$ cat config.mk
export PLATFORM = sky130hd
export DESIGN_NAME = asteroid_render_scheduler
export DESIGN_NICKNAME = d
export VERILOG_FILES = /design/src/rtl/asteroid_pkg.sv /design/src/rtl/block_pixel_walker.sv /design/src/rtl/asteroid_render_scheduler.sv
export SDC_FILE = /design/constraint.sdc
export NUM_CORES = 1
export LEC_CHECK = 0
export ABC_AREA = 1
export CORE_MARGIN = 2
export CORE_UTILIZATION = 30
export DETAILED_ROUTE_END_ITERATION = 6
export PLACE_DENSITY_LB_ADDON = 0.1
export RECOVER_POWER = 25
export SYNTH_ARGS = -nofsm -noshare
export SYNTH_HDL_FRONTEND = slang
export SYNTH_SLANG_ARGS = --single-unit
$ cat constraint.sdc
create_clock -name game_clk -period 3.9 [get_ports game_clk]
set_clock_uncertainty 0.1 [all_clocks]
set_input_delay 0.39 -clock game_clk [delete_from_list [all_inputs] [get_ports game_clk]]
set_output_delay 0.39 -clock game_clk [all_outputs]
set_load 0.005 [all_outputs]
$ cat src/rtl/asteroid_pkg.sv
// Shared constants and types for the asteroid game: screen geometry,
// coordinate/colour widths, palette entries and the render state encoding.
package asteroid_pkg;

  localparam int X_W      = 8;
  localparam int Y_W      = 7;
  localparam int COLOUR_W = 3;

  localparam logic [X_W-1:0] SCREEN_W = 8'd160;
  localparam logic [Y_W-1:0] SCREEN_H = 7'd120;

  localparam logic [COLOUR_W-1:0] COLOUR_DRAW  = 3'b111;
  localparam logic [COLOUR_W-1:0] COLOUR_ERASE = 3'b000;

  typedef enum logic [2:0] {
    ST_IDLE,
    ST_SCAN,
    ST_ERASE,
    ST_DRAW,
    ST_DONE
  } render_state_t;

endpackage

$ cat src/rtl/block_pixel_walker.sv
// Walks a BLOCK x BLOCK square row-major (dx inner) from a base corner.
// The pixel outputs describe the pixel being emitted this cycle; asserting
// start forces that pixel to the corner and the counter then moves on.
module block_pixel_walker
  import asteroid_pkg::*;
#(
  parameter int BLOCK = 3
) (
  input  logic           game_clk,
  input  logic           reset,
  input  logic           start,
  input  logic [X_W-1:0] base_x,
  input  logic [Y_W-1:0] base_y,
  output logic [X_W-1:0] pix_x,
  output logic [Y_W-1:0] pix_y,
  output logic           in_screen,
  output logic           last
);

  localparam int CNT_W = 2;
  localparam logic [CNT_W-1:0] END_IDX = CNT_W'(BLOCK - 1);

  logic [CNT_W-1:0] dx;
  logic [CNT_W-1:0] dy;
  logic [CNT_W-1:0] cur_dx;
  logic [CNT_W-1:0] cur_dy;
  logic [CNT_W-1:0] next_dx;
  logic [CNT_W-1:0] next_dy;

  // Current offset, its successor, and the wrapped on-screen pixel address
  always_comb begin
    cur_dx  = start ? '0 : dx;
    cur_dy  = start ? '0 : dy;
    last    = (cur_dx == END_IDX) && (cur_dy == END_IDX);
    next_dx = cur_dx + CNT_W'(1);
    next_dy = cur_dy;
    if (cur_dx == END_IDX) begin
      next_dx = '0;
      next_dy = last ? '0 : cur_dy + CNT_W'(1);
    end
    pix_x     = base_x + X_W'(cur_dx);
    pix_y     = base_y + Y_W'(cur_dy);
    in_screen = (pix_x < SCREEN_W) && (pix_y < SCREEN_H);
  end

  // Offset counter, stepping once per emitted pixel and wrapping after the last
  always_ff @(posedge game_clk) begin
    if (reset) begin
      dx <= '0;
      dy <= '0;
    end else begin
      dx <= next_dx;
      dy <= next_dy;
    end
  end

endmodule

$ cat src/rtl/asteroid_render_scheduler.sv
// Once per frame, walks all asteroid slots and drives the VGA plot port:
// erases each square drawn last frame if it moved or vanished, then draws
// the square at the snapshot position. Output pixels are registered, so the
// pixel chosen in a cycle is presented on the port in the following cycle.
module asteroid_render_scheduler
  import asteroid_pkg::*;
#(
  parameter int                  NUM_SLOTS    = 8,
  parameter int                  BLOCK        = 3,
  parameter logic [COLOUR_W-1:0] DRAW_COLOUR  = COLOUR_DRAW,
  parameter logic [COLOUR_W-1:0] ERASE_COLOUR = COLOUR_ERASE
) (
  input  logic                     game_clk,
  input  logic                     reset,
  input  logic                     frame_tick,
  input  logic [NUM_SLOTS-1:0]     active,
  input  logic [X_W*NUM_SLOTS-1:0] x_coords,
  input  logic [Y_W*NUM_SLOTS-1:0] y_coords,
  output logic                     plot,
  output logic [X_W-1:0]           vga_x,
  output logic [Y_W-1:0]           vga_y,
  output logic [COLOUR_W-1:0]      colour,
  output logic                     busy,
  output logic                     frame_done,
  output logic                     overrun
);

  localparam int SLOT_W = (NUM_SLOTS > 1) ? $clog2(NUM_SLOTS) : 1;
  localparam logic [SLOT_W-1:0] LAST_SLOT = SLOT_W'(NUM_SLOTS - 1);

  render_state_t state;
  render_state_t next_state;

  logic [SLOT_W-1:0]    slot;
  logic [NUM_SLOTS-1:0] snap_active;
  logic [X_W-1:0]       snap_x [NUM_SLOTS];
  logic [Y_W-1:0]       snap_y [NUM_SLOTS];
  logic [NUM_SLOTS-1:0] prev_valid;
  logic [X_W-1:0]       prev_x [NUM_SLOTS];
  logic [Y_W-1:0]       prev_y [NUM_SLOTS];
  logic                 pix_last;

  logic                cur_active;
  logic                need_erase;
  render_state_t       after_slot;
  logic                emit;
  logic                walk_start;
  logic                use_prev;
  logic [COLOUR_W-1:0] emit_colour;
  logic                take_snapshot;
  logic                advance_slot;
  logic                clear_valid;
  logic                commit_draw;
  logic [X_W-1:0]      walk_base_x;
  logic [Y_W-1:0]      walk_base_y;
  logic [X_W-1:0]      walk_x;
  logic [Y_W-1:0]      walk_y;
  logic                walk_in_screen;
  logic                walk_last;

  block_pixel_walker #(
    .BLOCK(BLOCK)
  ) u_walker (
    .game_clk (game_clk),
    .reset    (reset),
    .start    (walk_start),
    .base_x   (walk_base_x),
    .base_y   (walk_base_y),
    .pix_x    (walk_x),
    .pix_y    (walk_y),
    .in_screen(walk_in_screen),
    .last     (walk_last)
  );

  // Per-slot decision: an old square must go unless it is still active in place
  always_comb begin
    cur_active = snap_active[slot];
    need_erase = prev_valid[slot] &&
                 !(cur_active && (snap_x[slot] == prev_x[slot]) &&
                   (snap_y[slot] == prev_y[slot]));
    after_slot = (slot == LAST_SLOT) ? ST_DONE : ST_SCAN;
  end

  // State register
  always_ff @(posedge game_clk) begin
    if (reset) state <= ST_IDLE;
    else       state <= next_state;
  end

  // Next-state logic; ERASE and DRAW end once their last pixel is on the port
  always_comb begin
    next_state = state;
    case (state)
      ST_IDLE:  if (frame_tick) next_state = ST_SCAN;
      ST_SCAN: begin
        if (need_erase)      next_state = ST_ERASE;
        else if (cur_active) next_state = ST_DRAW;
        else                 next_state = after_slot;
      end
      ST_ERASE: if (pix_last) next_state = cur_active ? ST_DRAW : after_slot;
      ST_DRAW:  if (pix_last) next_state = after_slot;
      ST_DONE:  next_state = ST_IDLE;
      default:  next_state = ST_IDLE;
    endcase
  end

  // Control decode: which pixel to emit next and which bookkeeping to update
  always_comb begin
    emit          = 1'b0;
    walk_start    = 1'b0;
    use_prev      = 1'b0;
    emit_colour   = DRAW_COLOUR;
    take_snapshot = 1'b0;
    advance_slot  = 1'b0;
    clear_valid   = 1'b0;
    commit_draw   = 1'b0;
    case (state)
      ST_IDLE: take_snapshot = frame_tick;
      ST_SCAN: begin
        if (need_erase) begin
          emit        = 1'b1;
          walk_start  = 1'b1;
          use_prev    = 1'b1;
          emit_colour = ERASE_COLOUR;
        end else if (cur_active) begin
          emit       = 1'b1;
          walk_start = 1'b1;
        end else begin
          advance_slot = 1'b1;
        end
      end
      ST_ERASE: begin
        if (!pix_last) begin
          emit        = 1'b1;
          use_prev    = 1'b1;
          emit_colour = ERASE_COLOUR;
        end else if (cur_active) begin
          emit       = 1'b1;
          walk_start = 1'b1;
        end else begin
          clear_valid  = 1'b1;
          advance_slot = 1'b1;
        end
      end
      ST_DRAW: begin
        if (!pix_last) begin
          emit = 1'b1;
        end else begin
          commit_draw  = 1'b1;
          advance_slot = 1'b1;
        end
      end
      default: ;
    endcase
    walk_base_x = use_prev ? prev_x[slot] : snap_x[slot];
    walk_base_y = use_prev ? prev_y[slot] : snap_y[slot];
  end

  // Snapshot, slot pointer and record of what is currently on screen
  always_ff @(posedge game_clk) begin
    if (reset) begin
      slot        <= '0;
      snap_active <= '0;
      prev_valid  <= '0;
      pix_last    <= 1'b0;
      for (int s = 0; s < NUM_SLOTS; s++) begin
        snap_x[s] <= '0;
        snap_y[s] <= '0;
        prev_x[s] <= '0;
        prev_y[s] <= '0;
      end
    end else begin
      pix_last <= emit && walk_last;
      if (take_snapshot) begin
        slot        <= '0;
        snap_active <= active;
        for (int s = 0; s < NUM_SLOTS; s++) begin
          snap_x[s] <= x_coords[X_W*s +: X_W];
          snap_y[s] <= y_coords[Y_W*s +: Y_W];
        end
      end
      if (advance_slot) slot <= slot + SLOT_W'(1);
      if (clear_valid) prev_valid[slot] <= 1'b0;
      if (commit_draw) begin
        prev_valid[slot] <= 1'b1;
        prev_x[slot]     <= snap_x[slot];
        prev_y[slot]     <= snap_y[slot];
      end
    end
  end

  // Registered port outputs; off-screen pixels spend their cycle with plot low
  always_ff @(posedge game_clk) begin
    if (reset) begin
      plot       <= 1'b0;
      vga_x      <= '0;
      vga_y      <= '0;
      colour     <= '0;
      busy       <= 1'b0;
      frame_done <= 1'b0;
    end else begin
      plot       <= emit && walk_in_screen;
      busy       <= (next_state != ST_IDLE);
      frame_done <= (next_state == ST_DONE);
      if (emit) begin
        vga_x  <= walk_x;
        vga_y  <= walk_y;
        colour <= emit_colour;
      end
    end
  end

  assign overrun = frame_tick && busy;

endmodule

==> impl_metrics.yaml, run 1 <==
route:
  dr.pass1.iters: 5
  drc: 0
  via_per_inst: 4.50
  detail-route-antenna-nets: 0
  routedWlPerCell_um: 17.1
  drt_iter0_drc: 937
  wirelength_mm: 48.6
  num_vias: 12803
critical_path:
  rrSetupSlack_ns: 0.32
  cp.arrival_ns: 3.91
  reg2reg_to: "vga_x[4]"
  crit_required_ns: 4.23
  crit_top_cell: "nand2_1"
  crit_buf_inv: 6
  critPathMaxFanout: 20
  start_kind: "register"
  slowest_delay_ns: 0.43
  slowest_stage: "fa_1"
  cp_top_family: "simple AND/OR/NAND/NOR gates"
  crit_type: "reg -> reg"
  crit_path_end_kind: "register"
  reg2reg_depth: 27
job:
  cap_viol_max_count: 2
synthesis:
  synth_top_area_share_pct: 47.5
  synthArstFlopShare_pct: 0
  synth_area_per_cell_um2: 7.72
  synthCells: 1965
  yosys-top-cells-count: "nand2_1, inv_1, nor2_1"
  synth_edf_count: 240
  yosysTopAreaCell: "edfxtp_1"
  synth.most_common_cell: "nand2_1"
  yosys_register_bits: 289
  syn_area_um2: 15200
  yosysSeqAreaShare_pct: 54.0
  synthTopCellsByArea: "edfxtp_1, nand2_1, inv_1"
  synth_nets: 2105
  yosysWarnings: 0
  synth_ff_type: "edfxtp_1"
  synthDistinctLibCells: 37
clock_tree:
  clock_sinks: 289
  clk_latency_ns: 0.54
  htreeDepth: 2
  clk_path_buf_depth: 3
  ctsHoldBuffers: 0
  clockRootBuffer: "clkbuf_16"
  tritoncts: "done"
  numCtsBuffers: 37
  cts.clk_slew.worst_paths_ns: 0.06
floorplanning:
  start_util_pct: 30.3
  ios: 153
  die_w_um: 229
  die_area_um2: 52400
  rows: 82
  die_height_um: 229
  core-area_um2: 50100
cells_and_area:
  multi_input_area_um2: 5130
  fillerInstances: 5259
  drive_gt1_share_pct: 7.82
  regArea_um2: 8200
  n_antenna_cell: 0
  syn2layout_area_growth_pct: 25.9
  layout.nets: 2289
timing:
  fmax_mhz: 279
  setup_viol: 0
  period_share_pct: 91.9
  hold_slack_ns: 0.0643
  layout_min_cycle_time_ns: 3.58
  final_hold_viol_count: 0
  fin_setup_tns_ns: 0
  max_slew_margin_pct: -39.3
  drv_slew: 79
  rsz0062_at_grt: "false"
  tightest_slew_ns: 2.09
min_path:
  hold_end: "u_walker.dy[1]"
  hold_class: "in -> reg"
  min_from: "reset"
  min_path_cells: 2
power_and_ir_drop:
  peakVddDrop_uv: 220
  p_total_mw: 8.52
  p_leak_nw: 9.05
  p_per_area_nw_per_um2: 446
placed_design:
  io_buffer_count: 152
  place.gp.congestion: 0.853
  dp_hpwl_mm: 33.7
global_routing:
  grt_max_degree: 62
  antenna_found_initial: 0
  grt_use_total_pct: 18.6
  grt_pass1_wl_mm: 74.7
  overflow: 0
  first_global_vias: 12605
status:
  violations: "max-capacitance violations, max-slew violations"
  status: "complete, but fails checks"
==> flip-flops by register name (all words and copies together), names as in the netlist, 7 cells and up, named ones only <==
register and count:
prev_valid 8, prev_x 64, prev_y 56, snap_active 8, snap_x 64, snap_y 56, vga_x 8, vga_y 7
==> kinds of logic after synthesis <==
group	count (synthesis)	synth area share, %
compound gates	72	2.67
xor+xnor	2	0.116
fa+ha+maj	9	0.841
buf+inv	470	12.3
flops	289	54.0
simple gates	1123	30.1
==> final cells by class <==
class	instances	area share (%)
Sequential cell	289	42.9
Multi-Input combinational cell	1206	26.9
Timing Repair Buffer	233	12.1
Inverter	382	7.52
Clock buffer	47	5.38
Tap cell	672	4.40
Clock inverter	16	0.826
==> power by group <==
part	internal [mW]	leakage [nW]	switching (mW)	total [mW]
Sequential	3.56	2.93	0.0715	3.63
Combinational	0.542	5.54	0.944	1.49
Clock	2.05	0.578	1.35	3.41
Total	6.15	9.05	2.37	8.52
==> per-layer routing <==
| metal | wire (um) | track usage (%) |
|---|---|---|
| met1 | 21900 | 24.5 |
| met2 | 23300 | 31.7 |
| met3 | 2140 | 2.25 |
| met4 | 1250 | 6.03 |
| met5 | 0 | 0 |
==> worst reg2reg max path: stages, from the launching register on <==
cell and delay [ns]:
dfxtp_4 0.39, buf_12 0.17, buf_12 0.18, nand2_1 0.08, nand2_1 0.06, nand2_1 0.07
nand2_1 0.07, nand2_1 0.05, nand2_1 0.18, nand2_1 0.08, nand2_1 0.06, nand2_1 0.05
inv_1 0.06, nand2_1 0.06, nor2_1 0.12, nand2_2 0.11, nand3_4 0.09, nand2_4 0.09
buf_4 0.18, nand2_1 0.04, o21ai_0 0.08, ha_1 0.22, fa_1 0.43, inv_1 0.10
nor2_1 0.05, xor2_1 0.13, o21bai_1 0.12, inv_1 0.05
==> stage by stage <==
step	utilization, %	cells	setup slack, ns	cell area (um2)
6_report	38.1	2845	0.315	19100
5_1_grt	38.1	2845	0.0177	19100
4_1_cts	38.0	2841	0.154	19000
3_5_place_dp	35.7	2778	0.171	17900
3_3_place_gp	35.7	2778	0.219	17900
2_1_floorplan	-	1965	0.119	15200
==> timing repair <==
item | CTS | global route
endpoints found under the setup margin | 0 | 9
setup buffers | 0 | 3
gates resized for setup | 0 | 16
endpoints found under the hold margin | 0 | 0
==> worst max path at each step <==
stage | from | end | slack (ns) | cells after the start
6_report | register | vga_x[4] | 0.32 | 27
5_1_grt | register | plot | 0.02 | 27
2_1_floorplan | state[0] | snap_x[0][0] | 0.12 | 3
3_5_place_dp | register | plot | 0.17 | 27
4_1_cts | register | plot | 0.15 | 27
3_3_place_gp | register | plot | 0.22 | 27
==> cells in the final DEF (no fill, tap or decap), types with 16 or more instances in the layout <==
cell             synthesis  routed
a21oi_1                 16      16
buf_4                    5      60
clkbuf_16                0      40
clkdlybuf4s50_1          0     129
dfxtp_1                 49      45
dlygate4sd3_1            0      22
edfxtp_1               240     240
inv_1                  375     374
nand2_1                603     600
nand3_1                198     198
nor2_1                 286     286
o21ai_0                 37      34
Power figures use the tool's default switching activity.
==> inputs of run 2 (changes only) <==
--- a/config.mk
+++ b/config.mk
@@ -6,11 +6,13 @@
 export NUM_CORES = 1
 export LEC_CHECK = 0
 export ABC_AREA = 1
+export CORE_ASPECT_RATIO = 0.5
 export CORE_MARGIN = 2
 export CORE_UTILIZATION = 30
 export DETAILED_ROUTE_END_ITERATION = 6
 export PLACE_DENSITY_LB_ADDON = 0.1
 export RECOVER_POWER = 25
+export SLEW_MARGIN = 40
 export SYNTH_ARGS = -nofsm -noshare
 export SYNTH_HDL_FRONTEND = slang
 export SYNTH_SLANG_ARGS = --single-unit
==> run 2 against run 1 <==
Against the previous run:
- the run still ends with max-capacitance violations, max-slew violations left
- via count up 2.8%
- register-to-register slack worse by 0.08 ns
- core utilization up 1.2 points
- cell count up 0.70%
- first-iteration DRC count up 12%
- sequential power about the same
- critical path type unchanged
- critical endpoint unchanged
- largest cell class unchanged
- largest power group unchanged
==> impl_metrics.yaml, run 2 (same netlist as run 1, synthesis figures left out) <==
route:
  dr.pass1.iters: 5
  num_vias: 13158
  drt_iter0_drc: 1051
  via_per_inst: 4.59
  wirelength_mm: 52.1
  detail-route-antenna-nets: 0
  routedWlPerCell_um: 18.2
  drc: 0
placed_design:
  io_buffer_count: 152
  place.gp.congestion: 0.842
  dp_hpwl_mm: 34.0
  dp_slack_ns: -0.00264
critical_path:
  reg2reg_to: "vga_x[4]"
  crit_required_ns: 4.28
  crit_type: "reg -> reg"
  rrSetupSlack_ns: 0.23
  crit_path_end_kind: "register"
  cp.arrival_ns: 4.05
  start_kind: "register"
  critPathMaxFanout: 8
  reg2reg_depth: 25
floorplanning:
  rows: 58
  die_height_um: 163
  start_util_pct: 30.3
  ios: 153
  die_w_um: 322
  core-area_um2: 50100
  die_area_um2: 52500
timing:
  layout_min_cycle_time_ns: 3.67
  tightest_slew_ns: 1.97
  fmax_mhz: 273
  worst_slack_ns: 0.232
  final_hold_viol_count: 0
  drv_slew: 44
  period_share_pct: 94.0
  max_slew_margin_pct: -31.7
  setup_viol: 0
clock_tree:
  htreeDepth: 1
  numCtsBuffers: 31
  clock_sinks: 289
  clk_latency_ns: 0.58
  clk_path_buf_depth: 3
  cts.clk_slew.worst_paths_ns: 0.07
  clockRootBuffer: "clkbuf_16"
  tritoncts: "done"
global_routing:
  grt_max_degree: 91
  overflow: 0
  grt_pass1_wl_mm: 74.9
  grt_use_total_pct: 19.0
  antenna_found_initial: 0
  first_global_vias: 12399
power_and_ir_drop:
  peakVddDrop_uv: 416
  p_per_area_nw_per_um2: 438
  p_leak_nw: 9.29
cells_and_area:
  final_cell_mix: "nand2_1, inv_1, nor2_1, edfxtp_1, nand3_1"
  fillerInstances: 5210
  n_antenna_cell: 0
  post-route-util_pct: 39.3
  layout.nets: 2322
  largest_registers: "prev_x x64, snap_x x64"
  final_common_cell: "nand2_1"
  syn2layout_area_growth_pct: 29.7
  drive_gt1_share_pct: 10.6
status:
  violations: "max-capacitance violations, max-slew violations"
  status: "complete, but fails checks"
min_path:
  hold_end: "snap_active[1]"
  min_path_cells: 3
  hold_class: "in -> reg"
  min_from: "active[1]"
job:
  cap_viol_max_count: 1
run 2: power breakdown:
| part | leakage, nW | switching (mW) | internal, mW | total, mW |
|---|---|---|---|---|
| sequential | 2.93 | 0.0682 | 3.55 | 3.62 |
| combinational | 5.84 | 1.10 | 0.669 | 1.77 |
| clock | 0.518 | 1.32 | 1.90 | 3.22 |
| total | 9.29 | 2.49 | 6.12 | 8.61 |
run 2: per-layer routing:
| metal | vias up | GRT usage (%) | wire length (um) |
|---|---|---|---|
| met5 | - | 0 | 0 |
| met3 | 46 | 3.90 | 3750 |
| li1 | 6472 | - | - |
| met4 | 0 | 2.76 | 662 |
| met1 | 6288 | 26.9 | 24300 |
| met2 | 352 | 30.5 | 23400 |
run 2: worst max path at each step:
stage	from	to	cells after the start
global placement	register	vga_x[4]	24
detailed placement	register	vga_x[4]	24
floorplan	state[0]	snap_x[0][0]	3
finish	register	vga_x[4]	25
global route	register	vga_x[5]	28
CTS	register	vga_x[4]	25
run 2: worst max-delay path, cell delays in order (launching register included):
cell and delay [ns]:
dfxtp_4 0.40, buf_4 0.16, clkinv_8 0.11, buf_16 0.17
nand2_1 0.06, nand3_1 0.11, nand3_1 0.11, nand2_1 0.16
nand2_1 0.11, nand2_1 0.07, nor2_2 0.16, nand2_2 0.09
nor2_4 0.15, nand2_2 0.10, nand3_4 0.08, nand2_4 0.07
buf_6 0.16, nand2_1 0.05, o21ai_0 0.09, ha_2 0.22
fa_2 0.40, inv_2 0.07, nor2_1 0.04, xor2_1 0.14
o21bai_1 0.14, inv_1 0.05
run 2: layout make-up:
| class | count | area [um2] | area share, % |
|---|---|---|---|
| Sequential cell | 289 | 8200 | 41.6 |
| Multi-Input combinational cell | 1206 | 5290 | 26.9 |
| Timing Repair Buffer | 270 | 2830 | 14.4 |
| Inverter | 382 | 1450 | 7.36 |
| Tap cell | 660 | 826 | 4.20 |
| Clock buffer | 33 | 783 | 3.98 |
| Clock inverter | 23 | 285 | 1.45 |
| Timing Repair inverter | 2 | 17.5 | 0.0890 |
run 2: per-stage QoR:
| step | area (um2) | TNS (ns) | instances | hold WS, ns | power [mW] |
|---|---|---|---|---|---|
| after global routing | 19700 | -0.00352 | 2865 | 0.263 | 9.01 |
| final | 19700 | 0 | 2865 | 0.273 | 8.61 |
| after CTS | 19100 | 0 | 2840 | 0.246 | 8.51 |
| after global placement | 18000 | -0.00329 | 2782 | 0.353 | 5.27 |
| after floorplan | 15200 | 0 | 1965 | 0.343 | 4.50 |
| after detailed placement | 18000 | -0.00264 | 2782 | 0.359 | 5.26 |
run 2: what timing repair did:
action / in CTS / in global routing
gates resized for setup: 1 / 67
hold endpoints to repair: 1 / 0
pin swaps: 0 / 6
setup buffers: 0 / 9
cloned: 1 / 16
setup endpoints to repair: 1 / 13
hold buffers: 1 / 0
